[config.mk]
export PLATFORM = sky130hd
export DESIGN_NAME = fetch_unit
export DESIGN_NICKNAME = d
export VERILOG_FILES = /design/src/rtl/fetch_unit.sv
export SDC_FILE = /design/constraint.sdc
export NUM_CORES = 1
export LEC_CHECK = 0
export BUFFER_PORTS_ARGS = -buffer_cell sky130_fd_sc_hd__buf_2
export CORE_AREA = 2 2 201 203
export DETAILED_ROUTE_END_ITERATION = 10
export DIE_AREA = 0 0 203 205
export PLACE_DENSITY = 0.7
export SYNTH_ARGS = -nofsm -noshare
export SYNTH_HDL_FRONTEND = slang
export SYNTH_SLANG_ARGS = --single-unit
export TNS_END_PERCENT = 50
[constraint.sdc]
create_clock -name clk -period 20.4 [get_ports clk]
set_clock_uncertainty 0.1 [all_clocks]
set_input_delay 1.02 -clock clk [delete_from_list [all_inputs] [get_ports clk]]
set_output_delay 1.02 -clock clk [all_outputs]
set_load 0.01 [all_outputs]
[src/rtl/fetch_unit.sv]
// Instruction-fetch initiator: drives pc_addr to a combinational imem, captures
// {pc, instr, exc} into a small registered queue toward decode, and halts after a fault.
module fetch_unit #(
  parameter logic [63:0] RESET_PC = 64'h0000_0000_0000_0000,
  parameter int unsigned QDEPTH   = 2
) (
  input  logic        clk,
  input  logic        rst,
  output logic [63:0] pc_addr,
  input  logic [31:0] instruction,
  input  logic        exc_en,
  input  logic [3:0]  exc_code,
  input  logic [63:0] exc_val,
  input  logic        redirect_en,
  input  logic [63:0] redirect_pc,
  output logic        out_valid,
  input  logic        out_ready,
  output logic [63:0] out_pc,
  output logic [31:0] out_instr,
  output logic        out_exc,
  output logic [3:0]  out_exc_code,
  output logic [63:0] out_exc_val
);

  localparam int unsigned PW = (QDEPTH > 1) ? $clog2(QDEPTH) : 1;
  localparam logic [PW:0] QMAX = QDEPTH[PW:0];
  localparam logic [31:0] NOP  = 32'h0000_0013;

  typedef enum logic {RUN, HALT} state_t;

  state_t        state;
  logic [63:0]   fetch_pc;
  logic [PW-1:0] rd_ptr, wr_ptr;
  logic [PW:0]   count;

  logic [63:0] q_pc    [QDEPTH];
  logic [31:0] q_instr [QDEPTH];
  logic        q_exc   [QDEPTH];
  logic [3:0]  q_code  [QDEPTH];
  logic [63:0] q_val   [QDEPTH];

  logic        pop, can_push, push;
  logic [31:0] e_instr;
  logic        e_exc;
  logic [3:0]  e_code;
  logic [63:0] e_val;

  assign pc_addr   = fetch_pc;
  assign out_valid = (count != '0);
  assign pop       = out_valid & out_ready;
  assign can_push  = (count < QMAX) | pop;
  assign push      = (state == RUN) & can_push & ~redirect_en;

  // Local misalignment check outranks the imem-reported fault.
  always_comb begin
    e_instr = instruction;
    e_exc   = 1'b0;
    e_code  = '0;
    e_val   = '0;
    if (fetch_pc[1:0] != 2'b00) begin
      e_instr = NOP;
      e_exc   = 1'b1;
      e_val   = fetch_pc;
    end else if (exc_en) begin
      e_instr = NOP;
      e_exc   = 1'b1;
      e_code  = exc_code;
      e_val   = exc_val;
    end
  end

  always_comb begin
    out_pc       = '0;
    out_instr    = '0;
    out_exc      = 1'b0;
    out_exc_code = '0;
    out_exc_val  = '0;
    if (out_valid) begin
      out_pc       = q_pc[rd_ptr];
      out_instr    = q_instr[rd_ptr];
      out_exc      = q_exc[rd_ptr];
      out_exc_code = q_code[rd_ptr];
      out_exc_val  = q_val[rd_ptr];
    end
  end

  always_ff @(posedge clk) begin
    if (!rst && push) begin
      q_pc[wr_ptr]    <= fetch_pc;
      q_instr[wr_ptr] <= e_instr;
      q_exc[wr_ptr]   <= e_exc;
      q_code[wr_ptr]  <= e_code;
      q_val[wr_ptr]   <= e_val;
    end
  end

  always_ff @(posedge clk) begin
    if (rst) begin
      fetch_pc <= RESET_PC;
      state    <= RUN;
      count    <= '0;
      rd_ptr   <= '0;
      wr_ptr   <= '0;
    end else if (redirect_en) begin
      fetch_pc <= redirect_pc;
      state    <= RUN;
      count    <= '0;
      rd_ptr   <= '0;
      wr_ptr   <= '0;
    end else begin
      if (push) wr_ptr <= wr_ptr + PW'(1);
      if (pop)  rd_ptr <= rd_ptr + PW'(1);
      case ({push, pop})
        2'b10:   count <= count + (PW+1)'(1);
        2'b01:   count <= count - (PW+1)'(1);
        default: ;
      endcase
      if (push) begin
        if (e_exc) state    <= HALT;
        else       fetch_pc <= fetch_pc + 64'd4;
      end
    end
  end

endmodule
==> metrics.yaml, run 1 <==
pwr:
  cellPowerDensity_mw_per_mm2: 90.0
  power_frac_comb: 0.090
  p_switching_mw: 0.465
  vdd_ir_drop_max_uv: 71.0
  swShare: 0.240
  leakage_nw: 8.18
  pwr-share-seq: 0.496
  power_frac_clock: 0.414
  internal_power_mw: 1.47
clock_tree:
  clockBufferDepth: 3
  post_cts_buffers: 0
  cts_resized: 0
  cts_tree: "yes"
  htreeDepth: 2
  clock_sinks: 400
  clkSlewWorstSetupHoldPaths_ps: 60
  clock-root-buffer: "clkbuf_16"
  numCtsBuffers: 43
  worstSkewPairLatency_ps: 570
  postCtsHoldBufs: 0
sta:
  fin_crit_ps: 4640
  max_freq_ghz: 0.215
  setup_viol: 0
  drv_slew: 0
  maxSlewHeadroom: 0.241
  holdWs_ps: 422
  worstMarginPinSlew_ps: 1130
  tns_ps: 0
  rsz0062_at_grt: "no"
  post-route-period-util: 0.228
  hold_violations: 0
worst_setup_path:
  crit_type: "reg -> out"
  critPathLaunchType: "flop"
  critical_path.max_fanout: 91
  worstSetupEndpointType: "primary output"
  arrival_ps: 3520
  rr_worst_depth: 6
  crit_required_ps: 19280
synthesis:
  syn_area_sq_mm: 0.0175
  netlist.area_leader.share: 0.565
  yosysMostFrequentCell: "edfxtp_1"
  async_flop_share: 0
  syn_area_per_cell_sq_um: 12.0
  ys_seq_area_frac: 0.645
  yosysUniqueCellTypes: 46
  synth_area_leaders: "edfxtp_1, mux2i_1, dfxtp_1"
  synth_top_area_cell: "edfxtp_1"
  synth_seq_cells: 400
  ys_warn_count: 0
  synth_top_flop_cell: "edfxtp_1"
  synthTopCellsByCount: "edfxtp_1, nor2_1, mux2i_1, nand2_1, nand3_1"
  synth_edf_count: 330
  syn_inst: 1462
  synth_nets: 1633
worst_hold_path:
  min_path_cells: 2
  hold_class: "reg -> reg"
die:
  initial_core_util: 0.445
  dieArea_sq_mm: 0.0416
  rows: 73
  die_y_um: 205
  core_area_sq_mm: 0.0394
  num_io_pins: 399
  die_w_um: 203
global_route:
  grt_start_max_net_pins: 92
  antenna_found_initial: 29
  grt_pass1_vias: 12600
  grtUsageTotal: 0.237
  gr-total-overflow: 0
  grt_first_pass_wirelength_mm: 74.8
place:
  place_hpwl_mm: 33.5
  port_buffers: 398
  place_congestion: 0.825
routing:
  viasPerCell: 5.47
  drt_iter0_markers: 1089
  firstDrtPassIters: 5
  drt-total-wl_mm: 50.6
  via_count: 13200
  postRouteAntennaNets: 0
  drc: 0
  routedWlPerCell_um: 21.0
job:
  cap_violations: 0
cells_and_area:
  fillers: 3394
  nets: 1996
  seq_area_sq_mm: 0.0113
  area_delta_synth_final_pct: 22.6
  drive_above_1_share: 0.269
  multiInputGateArea_sq_mm: 0.00580
  final_util: 0.546
outcome:
  outcome: "finished clean"
==> logic make-up after synthesis <==
family                   share of synthesized area
AND/OR/NAND/NOR                              0.172
adder cells (fa/ha/maj)                    0.00143
buffers and inverters                       0.0259
XOR/XNOR                                    0.0105
flip-flops                                   0.645
multiplexers                                0.0953
AO/OA/AOI/OAI                               0.0500
==> registers in the layout (all words and copies together), names as in the netlist, named ones only <==
| signal | count |
|---|---|
| count | 2 |
| pc_addr | 64 |
| q_code | 8 |
| q_exc | 2 |
| q_instr | 64 |
| q_pc | 128 |
| q_val | 128 |
| rd_ptr | 1 |
| state | 1 |
| wr_ptr | 1 |
==> cells in the final DEF, fill, tap and decap left out, types with 23 or more instances in the layout <==
master     netlist  layout
a311oi_1        30      30
and2_1          32      32
and3_1          24      24
buf_2            3     398
clkbuf_16        0      45
dfxtp_1         70      69
diode_2          0      23
edfxtp_1       330     330
mux2i_1        167     167
nand2_1        153     153
nand3_1         85      85
nand4_1         24      24
nor2_1         230     228
==> critical path, stage by stage, from the launching register on <==
cell	delay (ps)
dfxtp_1	350
nor2_4	760
buf_4	550
buf_4	820
nor2_1	170
buf_2	200
==> through the flow <==
stage	cells	setup WS [ps]	cell area (sq um)	power (mW)
6_report	2407	15760	21500	1.93
5_1_grt	2406	15520	21500	2.00
4_1_cts	2384	15730	21400	1.95
3_5_place_dp	2305	16020	20000	1.15
3_3_place_gp	2305	16100	20000	1.15
2_1_floorplan	1462	856	17500	1.08
==> cell type report <==
cell class | instances | area share
Sequential cell | 400 | 0.527
Multi-Input combinational cell | 944 | 0.270
Timing Repair Buffer | 416 | 0.0990
Clock buffer | 48 | 0.0529
Tap cell | 525 | 0.0306
Clock inverter | 31 | 0.0148
Inverter | 20 | 0.00349
Antenna cell | 23 | 0.00268
==> worst paths after layout <==
path                    from              end  slack, ps
setup / recovery    count[1]  out_exc_val[25]      15760
hold / removal        rd_ptr             flop        420
setup reg to reg  pc_addr[3]      pc_addr[40]      16900
hold reg to reg       rd_ptr             flop        420
==> routing by layer <==
layer,wire (um),global-route usage,part of all wire
met1,21300,0.317,0.42
met2,23800,0.366,0.47
met3,3660,0.0512,0.072
met4,1750,0.123,0.035
met5,100,0,0.0020
==> power groups by stage <==
stage | Clock (mW) | Sequential, mW | Combinational, mW
after floorplan | 0 | 0.978 | 0.0987
after global placement | 0 | 0.974 | 0.172
after CTS | 0.817 | 0.958 | 0.176
after detailed placement | 0 | 0.976 | 0.175
final | 0.800 | 0.959 | 0.175
after global routing | 0.848 | 0.963 | 0.192
Note: power is estimated with default switching activity, not from simulation.
==> inputs of run 2 (changes only) <==
--- a/config.mk
+++ b/config.mk
@@ -9,7 +9,7 @@
 export CORE_AREA = 2 2 201 203
 export DETAILED_ROUTE_END_ITERATION = 10
 export DIE_AREA = 0 0 203 205
-export PLACE_DENSITY = 0.7
+export PLACE_DENSITY = 0.68
 export SYNTH_ARGS = -nofsm -noshare
 export SYNTH_HDL_FRONTEND = slang
 export SYNTH_SLANG_ARGS = --single-unit
==> constraint.sdc (replaced) <==
create_clock -name clk -period 4.29 [get_ports clk]
set_clock_uncertainty 0.1 [all_clocks]
set_input_delay 0.2145 -clock clk [delete_from_list [all_inputs] [get_ports clk]]
set_output_delay 0.2145 -clock clk [all_outputs]
set_load 0.01 [all_outputs]
==> metrics.yaml, run 2 (synthesis gave the netlist of run 1 again) <==
global_route:
  use_met1: 0.341  # was 0.317
  gr-usage-met2: 0.398  # was 0.366
  gr-total-overflow: 0  # unchanged
  antenna_found_initial: 5  # was 29
  use_met3: 0.0375  # was 0.0512
  grt_start_max_net_pins: 166  # was 92
  grt_first_pass_wirelength_mm: 78.8  # was 74.8 mm
  grt_pass1_vias: 13600  # was 12600
  grtUsageTotal: 0.247  # was 0.237
  busiest_layer: "met2"  # unchanged
pwr:
  swShare: 0.239  # was 0.240
  leakage_nw: 8.89  # was 8.18 nW
  internal_power_mw: 7.17  # was 1.47 mW
  pwr-share-seq: 0.483  # was 0.496
  vdd_ir_drop_max_uv: 311  # was 71.0 uV
  p_switching_mw: 2.25  # was 0.465 mW
  power_frac_clock: 0.412  # was 0.414
  power_frac_comb: 0.105  # was 0.090
  cellPowerDensity_mw_per_mm2: 406  # was 90.0 mW/mm^2
  p_total_mw: 9.41  # was 1.93 mW
die:
  dieArea_sq_mm: 0.0416  # unchanged
  core_area_sq_mm: 0.0394  # unchanged
  num_io_pins: 399  # unchanged
  die_w_um: 203  # unchanged
  die_y_um: 205  # unchanged
  rows: 73  # unchanged
  initial_core_util: 0.445  # unchanged
worst_hold_path:
  min_from: "exc_val[17]"  # was rd_ptr
  hold_class: "in -> reg"  # was reg -> reg
worst_setup_path:
  crit_required_ps: 4660  # was 19280 ps
  arrival_ps: 3780  # was 3520 ps
  crit_chain: "ha_1 > or4b_1 > nor3_2 > nand3_1 > or4_1 > a311oi_1"  # was nor2_4 > buf_4 > buf_4 > nor2_1 > buf_2
  critPathLaunchType: "flop"  # unchanged
  crit_type: "reg -> reg"  # was reg -> out
  critPathMaxStageDelay_ps: 670  # was 820 ps
  slowest_stage: "or4_1"  # was buf_4
  critical_path.max_fanout: 17  # was 91
  startpoint: "pc_addr[2]"  # was count[1]
  worstSetupEndpointType: "flop"  # was primary output
  worstReg2RegStart: "pc_addr[2]"  # was pc_addr[3]
sta:
  worstMarginPinSlew_ps: 1270  # was 1130 ps
  rsz0062_at_grt: "no"  # unchanged
  hold_violations: 0  # unchanged
  fin_crit_ps: 3410
  maxSlewHeadroom: 0.150  # was 0.241
  max_freq_ghz: 0.293
  setup_viol: 0  # unchanged
  post-route-period-util: 0.795
  drv_slew: 0  # unchanged
routing:
  routedWlPerCell_um: 20.8  # was 21.0 um
  viasPerCell: 5.53  # was 5.47
  via_count: 14100  # was 13200
  drt-total-wl_mm: 53.2  # was 50.6 mm
  postRouteAntennaNets: 0  # unchanged
  drt_iter0_markers: 1208  # was 1089
  drc: 0  # unchanged
  firstDrtPassIters: 7  # was 5
clock_tree:
  postCtsHoldBufs: 165  # was 0
  worstSkewPairLatency_ps: 570  # about the same
  htreeDepth: 2  # unchanged
  clockBufferDepth: 3  # unchanged
  clkSlewWorstSetupHoldPaths_ps: 60  # about the same
  clock_sinks: 400  # unchanged
  cts_resized: 0  # unchanged
  numCtsBuffers: 44  # was 43
  clock-root-buffer: "clkbuf_16"  # unchanged
  cts_tree: "yes"  # unchanged
  post_cts_buffers: 0  # unchanged
cells_and_area:
  final_common_cell: "buf_2"  # unchanged
  nets: 2161  # was 1996
  layout_common_cells: "buf_2, edfxtp_1, nor2_1, mux2i_1, dlygate4sd3_1"  # was buf_2, edfxtp_1, nor2_1, mux2i_1, nand2_1
  final_util: 0.589  # was 0.546
  top_regs: "q_pc x128, q_val x128"  # unchanged
  area_delta_synth_final_pct: 32.3  # was 22.6%
  drive_above_1_share: 0.246  # was 0.269
outcome:
  outcome: "finished clean"  # unchanged
job:
  cap_violations: 0  # unchanged
place:
  place_congestion: 0.832  # was 0.825
  port_buffers: 398  # unchanged
  place_hpwl_mm: 34.2  # was 33.5 mm
## run 2: path summary, 6_finish.rpt
kind	to	slack (ps)	depth (start not counted)
setup / recovery	pc_addr[40]	880	6
hold / removal	q_val[0][17]	40	3
setup reg to reg	pc_addr[40]	880	6
hold reg to reg	rd_ptr	430	2
## run 2: final cells by class
class	count	area [sq um]
fillers	3211	16200
flip-flops and latches	400	11300
multi-input cells	944	5820
repair buffers	580	3830
clock buffers	59	1220
well taps	525	657
clock inverters	20	256
inverters	20	75.1
diodes	6	15.0
## run 2: power by group through the flow
| stage | Clock (mW) | Sequential, mW | Combinational (mW) |
|---|---|---|---|
| 2_1_floorplan | 0 | 4.61 | 0.473 |
| 3_3_place_gp | 0 | 4.61 | 0.852 |
| 3_5_place_dp | 0 | 4.63 | 0.861 |
| 4_1_cts | 3.92 | 4.54 | 0.992 |
| 5_1_grt | 4.08 | 4.56 | 1.07 |
| 6_report | 3.87 | 4.55 | 0.989 |
## run 2: routing by layer
layer | vias up | share of wire
met4 | 0 | 0.028
met2 | 655 | 0.47
li1 | 6459 | -
met3 | 105 | 0.072
met1 | 6912 | 0.43
met5 | - | 0
## run 2: metrics by stage
| step | hold slack, ps | setup slack, ps | cells | TNS [ps] | area, sq um |
|---|---|---|---|---|---|
| 6_report | 44.0 | 880 | 2554 | 0 | 23200 |
| 5_1_grt | 65.1 | 696 | 2553 | 0 | 23200 |
| 4_1_cts | 0.141 | 936 | 2548 | 0 | 23200 |
| 3_5_place_dp | 372 | 956 | 2304 | 0 | 20000 |
| 3_3_place_gp | 354 | 1000 | 2304 | 0 | 20000 |
| 2_1_floorplan | 259 | -2140 | 1462 | -701840 | 17600 |
## run 2: worst max-delay path, delay by kind of cell (launching register included)
kind,cells,cell delay (ps)
simple gates,4,2150
flops,1,530
fa+ha+maj,1,280
compound gates,1,270
